`src/rtl/pwr_ctrl_pkg.sv`:
```
// Shared definitions for the clock-gate power-enable controller.
package pwr_ctrl_pkg;

   // Controller state encoding
   typedef enum logic [1:0] {
      ST_ACTIVE = 2'd0,
      ST_DRAIN  = 2'd1,
      ST_GATED  = 2'd2,
      ST_WAKE   = 2'd3
   } pwr_state_e;

   // Bits needed to hold values 0..max_val (never less than 1)
   function automatic int unsigned cnt_width(input int unsigned max_val);
      int unsigned w;
      w = 1;
      for (int i = 1; i < 32; i++) begin
         if ((64'(1) << i) <= 64'(max_val)) w = i + 1;
      end
      return w;
   endfunction

endpackage

```
`src/rtl/pwr_en_ctrl_if.sv`:
```
// Domain / clock-gate signals of the power-enable controller.
interface pwr_en_ctrl_if #(
   parameter int unsigned CNT_W = 32
);
   logic             activity;
   logic             wake_req;
   logic             quiesce_ack;
   logic             dbg_force_on;
   logic             quiesce_req;
   logic             pwr_en;
   logic             gating_override;
   logic             domain_ready;
   logic [CNT_W-1:0] gated_cycles;

   // Controller side
   modport master (
      input  activity, wake_req, quiesce_ack, dbg_force_on,
      output quiesce_req, pwr_en, gating_override, domain_ready, gated_cycles
   );

   // Domain / environment side
   modport slave (
      output activity, wake_req, quiesce_ack, dbg_force_on,
      input  quiesce_req, pwr_en, gating_override, domain_ready, gated_cycles
   );
endinterface

```
`src/rtl/sat_counter.sv`:
```
// Up-counter with synchronous clear that sticks at MAX instead of wrapping.
module sat_counter #(
   parameter int unsigned W   = 5,
   parameter int unsigned MAX = 16
) (
   input  logic         clk,
   input  logic         reset,
   input  logic         clr_i,
   input  logic         inc_i,
   output logic [W-1:0] cnt_o
);

   logic [W-1:0] cnt_q;

   // Clear wins over increment; hold once MAX is reached
   always_ff @(posedge clk or posedge reset) begin
      if (reset) begin
         cnt_q <= '0;
      end else if (clr_i) begin
         cnt_q <= '0;
      end else if (inc_i && (cnt_q != W'(MAX))) begin
         cnt_q <= cnt_q + W'(1);
      end
   end

   assign cnt_o = cnt_q;

endmodule

```
`src/rtl/pwr_en_ctrl.sv`:
```
// Idle-driven clock-gate controller: idle detect, quiesce handshake, gate, timed wake.
module pwr_en_ctrl
   import pwr_ctrl_pkg::*;
#(
   parameter int unsigned IDLE_CYCLES = 16,
   parameter int unsigned WAKE_CYCLES = 4,
   parameter int unsigned CNT_W       = 32
) (
   input  logic          clk,
   input  logic          reset,
   pwr_en_ctrl_if.master bus
);

   localparam int unsigned IDLE_W = cnt_width(IDLE_CYCLES);
   localparam int unsigned WAKE_W = cnt_width(WAKE_CYCLES);

   pwr_state_e       state_q;
   logic [IDLE_W-1:0] idle_cnt;
   logic [WAKE_W-1:0] wake_cnt_q;
   logic [CNT_W-1:0]  gated_cycles_q;
   logic              pwr_en_q;
   logic              gating_override_q;
   logic              domain_ready_q;
   logic              quiesce_req_q;

   logic wake_any;
   logic drain_abort;
   logic wake_done;
   logic go_drain;
   logic idle_clr;
   logic idle_inc;

   // Decode of transition conditions from the current state and inputs
   assign wake_any    = bus.activity | bus.wake_req | bus.dbg_force_on;
   assign drain_abort = (state_q == ST_DRAIN) && wake_any;
   assign wake_done   = (state_q == ST_WAKE) && (wake_cnt_q == WAKE_W'(WAKE_CYCLES - 1));
   assign go_drain    = (state_q == ST_ACTIVE) && (idle_cnt == IDLE_W'(IDLE_CYCLES)) &&
                        !bus.activity && !bus.wake_req && !bus.dbg_force_on;
   assign idle_inc    = (state_q == ST_ACTIVE) && !bus.activity;
   assign idle_clr    = ((state_q == ST_ACTIVE) && bus.activity) || drain_abort || wake_done;

   sat_counter #(
      .W   (IDLE_W),
      .MAX (IDLE_CYCLES)
   ) u_idle_cnt (
      .clk   (clk),
      .reset (reset),
      .clr_i (idle_clr),
      .inc_i (idle_inc),
      .cnt_o (idle_cnt)
   );

   // FSM with registered outputs; reset forces clocks on
   always_ff @(posedge clk or posedge reset) begin
      if (reset) begin
         state_q           <= ST_ACTIVE;
         pwr_en_q          <= 1'b1;
         gating_override_q <= 1'b1;
         domain_ready_q    <= 1'b1;
         quiesce_req_q     <= 1'b0;
         gated_cycles_q    <= '0;
         wake_cnt_q        <= '0;
      end else begin
         gating_override_q <= bus.dbg_force_on;
         case (state_q)
            ST_ACTIVE: begin
               if (go_drain) begin
                  state_q       <= ST_DRAIN;
                  quiesce_req_q <= 1'b1;
               end
            end
            ST_DRAIN: begin
               if (drain_abort) begin
                  state_q       <= ST_ACTIVE;
                  quiesce_req_q <= 1'b0;
               end else if (bus.quiesce_ack) begin
                  state_q        <= ST_GATED;
                  quiesce_req_q  <= 1'b0;
                  pwr_en_q       <= 1'b0;
                  domain_ready_q <= 1'b0;
               end
            end
            ST_GATED: begin
               gated_cycles_q <= gated_cycles_q + CNT_W'(1);
               if (wake_any) begin
                  state_q    <= ST_WAKE;
                  pwr_en_q   <= 1'b1;
                  wake_cnt_q <= '0;
               end
            end
            ST_WAKE: begin
               if (wake_done) begin
                  state_q        <= ST_ACTIVE;
                  domain_ready_q <= 1'b1;
               end else begin
                  wake_cnt_q <= wake_cnt_q + WAKE_W'(1);
               end
            end
            default: begin
               state_q        <= ST_ACTIVE;
               pwr_en_q       <= 1'b1;
               domain_ready_q <= 1'b1;
               quiesce_req_q  <= 1'b0;
            end
         endcase
      end
   end

   assign bus.quiesce_req     = quiesce_req_q;
   assign bus.pwr_en          = pwr_en_q;
   assign bus.gating_override = gating_override_q;
   assign bus.domain_ready    = domain_ready_q;
   assign bus.gated_cycles    = gated_cycles_q;

endmodule

```
`src/flat_wrapper.sv`:
```
// flat-port wrapper written by rule: the top's interface ports become plain ports
module pwr_en_ctrl_flat import pwr_ctrl_pkg::*;
#(
   parameter int unsigned IDLE_CYCLES = 16,
   parameter int unsigned WAKE_CYCLES = 4,
   parameter int unsigned CNT_W       = 32
)
  (clk, reset, bus_activity, bus_wake_req, bus_quiesce_ack, bus_dbg_force_on, bus_quiesce_req, bus_pwr_en, bus_gating_override, bus_domain_ready, bus_gated_cycles);
  pwr_en_ctrl_if #(.CNT_W(CNT_W)) bus_i ();
  input  logic clk;
  input  logic reset;
  input wire logic [$bits(bus_i.activity)-1:0] bus_activity;
  input wire logic [$bits(bus_i.wake_req)-1:0] bus_wake_req;
  input wire logic [$bits(bus_i.quiesce_ack)-1:0] bus_quiesce_ack;
  input wire logic [$bits(bus_i.dbg_force_on)-1:0] bus_dbg_force_on;
  output wire logic [$bits(bus_i.quiesce_req)-1:0] bus_quiesce_req;
  output wire logic [$bits(bus_i.pwr_en)-1:0] bus_pwr_en;
  output wire logic [$bits(bus_i.gating_override)-1:0] bus_gating_override;
  output wire logic [$bits(bus_i.domain_ready)-1:0] bus_domain_ready;
  output wire logic [$bits(bus_i.gated_cycles)-1:0] bus_gated_cycles;
  assign bus_i.activity = bus_activity;
  assign bus_i.wake_req = bus_wake_req;
  assign bus_i.quiesce_ack = bus_quiesce_ack;
  assign bus_i.dbg_force_on = bus_dbg_force_on;
  assign bus_quiesce_req = bus_i.quiesce_req;
  assign bus_pwr_en = bus_i.pwr_en;
  assign bus_gating_override = bus_i.gating_override;
  assign bus_domain_ready = bus_i.domain_ready;
  assign bus_gated_cycles = bus_i.gated_cycles;
  pwr_en_ctrl #(.IDLE_CYCLES(IDLE_CYCLES), .WAKE_CYCLES(WAKE_CYCLES), .CNT_W(CNT_W)) u_core (.clk(clk), .reset(reset), .bus(bus_i));
endmodule
```
`config.mk`:
```
export PLATFORM = sky130hd
export DESIGN_NAME = pwr_en_ctrl_flat
export DESIGN_NICKNAME = d
export VERILOG_FILES = /design/src/rtl/pwr_ctrl_pkg.sv /design/src/rtl/pwr_en_ctrl_if.sv /design/src/rtl/sat_counter.sv /design/src/rtl/pwr_en_ctrl.sv /design/src/flat_wrapper.sv
export SDC_FILE = /design/constraint.sdc
export NUM_CORES = 1
export LEC_CHECK = 0
export CORE_ASPECT_RATIO = 0.5
export CORE_MARGIN = 8
export CORE_UTILIZATION = 52
export CTS_CLUSTER_SIZE = 25
export DETAILED_ROUTE_END_ITERATION = 6
export PLACE_DENSITY = 0.8
export SYNTH_ARGS = -nofsm -noshare
export SYNTH_HDL_FRONTEND = slang
export SYNTH_SLANG_ARGS = --single-unit
```
`constraint.sdc`:
```
create_clock -name clk -period 1.8 [get_ports clk]
set_input_delay 0.18 -clock clk [delete_from_list [all_inputs] [get_ports clk]]
set_output_delay 0.18 -clock clk [all_outputs]
set_load 0.05 [all_outputs]
```
# --- Word-level counts from Yosys, hierarchy flattened ---
# Cells that the tools add are included.
classes:
  n_addsub: 3
  eq_ne: 13
  muxes: 20
  bitwise_logic: 2
  n_reduce_logical: 25
op_table:
  columns: ["operator", "n"]
  rows:
  - ["adder 32 x 1 -> 32 bit (second input constant)", 1]
  - ["AND reduction 4 bit", 3]
  - ["2-to-1 mux 2 bit", 5]
  - ["2-to-1 mux 5 bit", 2]
  - ["nonzero test 2 bit", 5]
  - ["logical AND 1 bit", 9]
  - ["case mux 2 bit (4 select lines)", 1]
  - ["2-to-1 mux 1 bit", 6]
  - ["2-to-1 mux 3 bit", 2]
  - ["!= test 2 x 1 -> 1 bit (second input constant)", 3]
  - ["!= test 2 bit (second input constant)", 3]
  - ["case mux 1 bit (2 select lines)", 3]
  - ["case mux 3 bit (2 select lines)", 1]
  - ["AND reduction 3 bit", 2]
  - ["adder 5 x 1 -> 5 bit (second input constant)", 1]
  - ["equality test 5 bit (second input constant)", 1]
  - ["!= test 5 bit (second input constant)", 1]
  - ["equality test 2 bit (second input constant)", 2]
  - ["adder 3 x 1 -> 3 bit (second input constant)", 1]
  - ["equality test 3 x 2 -> 1 bit (second input constant)", 1]
  - ["logical NOT 1 bit", 3]
  - ["!= test 3 x 2 -> 1 bit (second input constant)", 1]
  - ["equality test 2 x 1 -> 1 bit (second input constant)", 1]
  - ["logical NOT 2 bit", 1]
  - ["other kinds (2)", 4]
totals:
  register_bits: 46
  in_bits: 6
  output_inout_bits: 36
  word_cells: 71

# --- Logic depth before layout (Yosys ltp) ---
logic_depth:
  word_depth: 7
  mapped_depth: 6
  depth_no_buf: 6

# --- Hierarchy ---
# Synthesis repeated with hierarchy kept, for this count alone.
hier_totals:
  cells_unflattened: 212
  hier_area_um2: 2273.4
modules_own_cells:
  columns: ["mod", "instances", "cells_each", "area_each_um2"]
  rows:
  - ["pwr_en_ctrl", 1, 183, 1989.4]
  - ["sat_counter", 1, 29, 284.0]

# --- Worst setup path after synthesis ---
# No wires, ideal clock.
synth_timing:
  path_kind: "flip-flop to flip-flop"
  from: "reg u_core.gated_cycles_q[0] (netlist: u_core.bus.gated_cycles[0])"
  to: "reg u_core.gated_cycles_q[14] (netlist: u_core.bus.gated_cycles[14])"
  setup_time_ps: 144
  t_arrival_ps: 1740
  required_ps: 1656
  path_slack_ps: -84
  stages_incl_launch_ff: 6
  synth_period_minus_slack_ps: 1884
  cell_sequence: "dfrtp_1 > ha_1 > nand4b_1 > nor3_4 > nand4_1 > xnor2_1"
synth_via:
  elab_chain_len: 1
synth_lines:
  columns: ["element", "line", "rtl"]
  rows:
  - ["from (decl)", "pwr_en_ctrl.sv:20", "logic [CNT_W-1:0] gated_cycles_q;"]
  - ["from (signal assigned)", "pwr_en_ctrl.sv:84", "gated_cycles_q <= gated_cycles_q + CNT_W'(1);"]
  - ["adder 32 x 1 -> 32 bit", "pwr_en_ctrl.sv:84", null]
# No other way between the ends.
# A chain may end at the register's enable or synchronous reset.

# --- Worst setup path in the final report ---
layout_timing:
  from: "reg u_core.gated_cycles_q[10] (netlist: u_core.bus.gated_cycles[10])"
  to: "out bus_gated_cycles[10]"
layout_lines:
  columns: ["element", "line", "rtl"]
  rows:
  - ["to (decl)", "flat_wrapper.sv:20", "output wire logic [$bits(bus_i.gated_cycles)-1:0] bus_gated_cycles;"]
# No word-level cell between the ends.

==> reports/qor.txt <==
crit path cell chain: clkdlybuf4s50_1
Via-to-Cell Ratio: 5.327
RSZ-0062 raised after global routing: no
Sink Count: 46
Top delay family on crit path: buffers and inverters
area growth from synthesis to layout: 27.81%
final worst-path cycle share: 97.36%
CP Buf/Inv Count: 1
# IOs: 42
Relative slew margins: 55.76%
sequential-to-total area share from yosys stat: 51.65%
DRT Wirelength: 4.744 mm
total power: 2.733 mW
Die Wd: 108.7 microns
dpl cells: 301
CTS max path bufs: 2
Residual DRC: 0
Ys Warns: 0
pin count of the biggest net entering global routing: 30
Syn Nets: 215
final cell count without fillers: 309
global-route wire length before repair: 8.066 mm
initial antenna violation count: 0
area leader, netlist: dfrtp_1
TritonCTS Buffers: 5
Clock Pin Slew Worst Setup and Hold Paths: 0.09 ns
GPL Wtd Cong: 0.8110
most common cell after layout, fill and taps aside: dfrtp_1
Final nets: 265
Synth top area share: 48.13%
Root Driver: clkbuf_8
Yosys reg bits: 46
antenna viol nets, final: 0
PD cells: 956.3 nW/um^2
worst hold margin: 0.1947 ns
worst min-delay path class: input pin to async pin
DP Worst Slack: 0.1273 ns
n_diodes: 0
H-tree depth: 2
Mapped Cells: 204
CP required: 1.62 ns
CP Max Fanout: 3
max incr delay on CP: 0.85 ns
Cell Area, Synth: 2236 sq um
top post-synthesis cells by area: dfrtp_1 48%, xnor2_1 12%, nand4_1 3.6%
crit path kind: flop to output port
Hold Vio Cnt, Final: 0
Port Buffer Count: 41
Setup crit end kind: output port
DR vias: 1646
layout cells sized above 1: 15.69%
fmax: 0.5706 GHz
initial core utilization: 55.84%
Final min period: 1.752 ns
total global routing track utilization: 14.75%
startpoint types: flop
Die ar.: 6781 sq um
Pins Over Slew Limit: 0
Max rail drop VDD: 0.8831 mV
highest-count cells in the layout ignoring fill and taps: 41 x dfrtp_1, 30 x xnor2_1, 22 x clkdlybuf4s50_1, 20 x nand2_1, 19 x buf_4
Cell Area, Placed: 2710 sq um
Iter 0 DRT Violations: 36
vias in the first global route: 1639
Critical-path top delay cell: clkdlybuf4s50_1
setup TNS: 0 ns
# fillers: 284
syn_area_per_cell: 10.96 sq um
post-CTS setup buffer count: 0
Leak: 1.376 nW
post-cts hold buffer count: 0
crit path DAT: 1.57 ns
CTS tree: yes
distinct cell type count after synthesis: 31
max-cap viol count: 0
PnR worst setup slack: 0.04760 ns
slew at the pin closest to its max-slew limit: 0.6595 ns
core area: 4004 sq um
status: completed
# setup viols final: 0
Routed WL per cell: 15.35 microns
HPWL after detailed placement: 3.363 mm
drt first pass iters: 4
Final Instance Area: 2858 sq um
Worst-Skew Late Latency: 0.31 ns
GRT Residual Overflow: 0
clock skew: 0.006998 ns
# rows: 16
final core utilization: 71.38%
die extent in y: 62.37 microns
==> cell usage after synthesis (all sizes together) <==
cell,instances
nand2,20
o21ai,9
or3,1
inv,9
nand4b,1
nor4,2
and4,3
dfstp,3
xor2,5
nor3,4
clkbuf,2
a21boi,1
nor2,13
and3,6
nor2b,2
mux2i,1
nand4bb,1
o21a,1
ha,5
nand2b,2
buf,1
a21oi,4
nand3,16
nand4,15
xnor2,30
a22o,3
dfrtp,43
nor4b,1
==> worst paths after layout <==
path	start	to	slack, ns	cells after the start
setup / recovery	u_core.bus.gated_cycles[10]	bus_gated_cycles[10]	0.05	1
hold / removal	reset	u_core.u_idle_cnt.cnt_o[2]	0.19	2
setup reg to reg	u_core.bus.gated_cycles[1]	u_core.bus.gated_cycles[14]	0.12	5
hold reg to reg	u_core.bus.gated_cycles[31]	u_core.bus.gated_cycles[31]	0.47	1
max in group asynchronous	reset	u_core.bus.gated_cycles[6]	1.10	3
min in group clk	bus_dbg_force_on	u_core.bus.gating_override	0.35	1
==> per-layer routing <==
layer	global-route usage, %	vias to the layer above	part of all wire, %	routed length, microns
met5	0	-	0	0
li1	-	807	-	-
met1	18.00	803	44	2103
met2	24.58	28	50	2365
met4	5.076	0	1.3	61
met3	3.807	8	4.5	213
==> kinds of logic after synthesis <==
logic type,share of synthesized area [%]
and+or+nand+nor,24.29
adders and majority gates,2.798
buffers and inverters,2.350
AOI/OAI and AO/OA,4.757
muxes,0.4477
xor gates and xnor gates,13.71
DFF,51.65
==> power breakdown <==
| group | switching [mW] | internal (mW) |
|---|---|---|
| logic | 0.381 | 0.211 |
| registers | 0.0816 | 1.13 |
| clock network | 0.374 | 0.556 |
| total | 0.837 | 1.90 |
==> cell type report <==
class / instances / area [sq um] / area share (%)
Sequential cell: 46 / 1157 / 40.50
Clock buffer: 5 / 68.82 / 2.408
Inverter: 9 / 33.78 / 1.182
Multi-Input combinational cell: 146 / 1028 / 35.99
Timing Repair Buffer: 46 / 432.9 / 15.15
Clock inverter: 3 / 68.82 / 2.408
Tap cell: 54 / 67.56 / 2.364
==> registers in the layout, summed over array words and instances (netlist names), named ones only <==
| name | cells |
|---|---|
| u_core.bus.quiesce_req | 1 |
| u_core.bus.gated_cycles | 32 |
| u_core.bus.pwr_en | 1 |
| u_core.bus.domain_ready | 1 |
| u_core.state_q | 1 |
| u_core.u_idle_cnt.cnt_o | 5 |
| u_core.bus.gating_override | 1 |
| u_core.wake_cnt_q | 3 |
==> timing repair <==
| item | in CTS | in global routing |
|---|---|---|
| resized for setup | 0 | 4 |
| hold endpoints to repair | 0 | 0 |
| endpoints found under the setup margin | 0 | 5 |
Note: power is estimated with default switching activity, not from simulation.
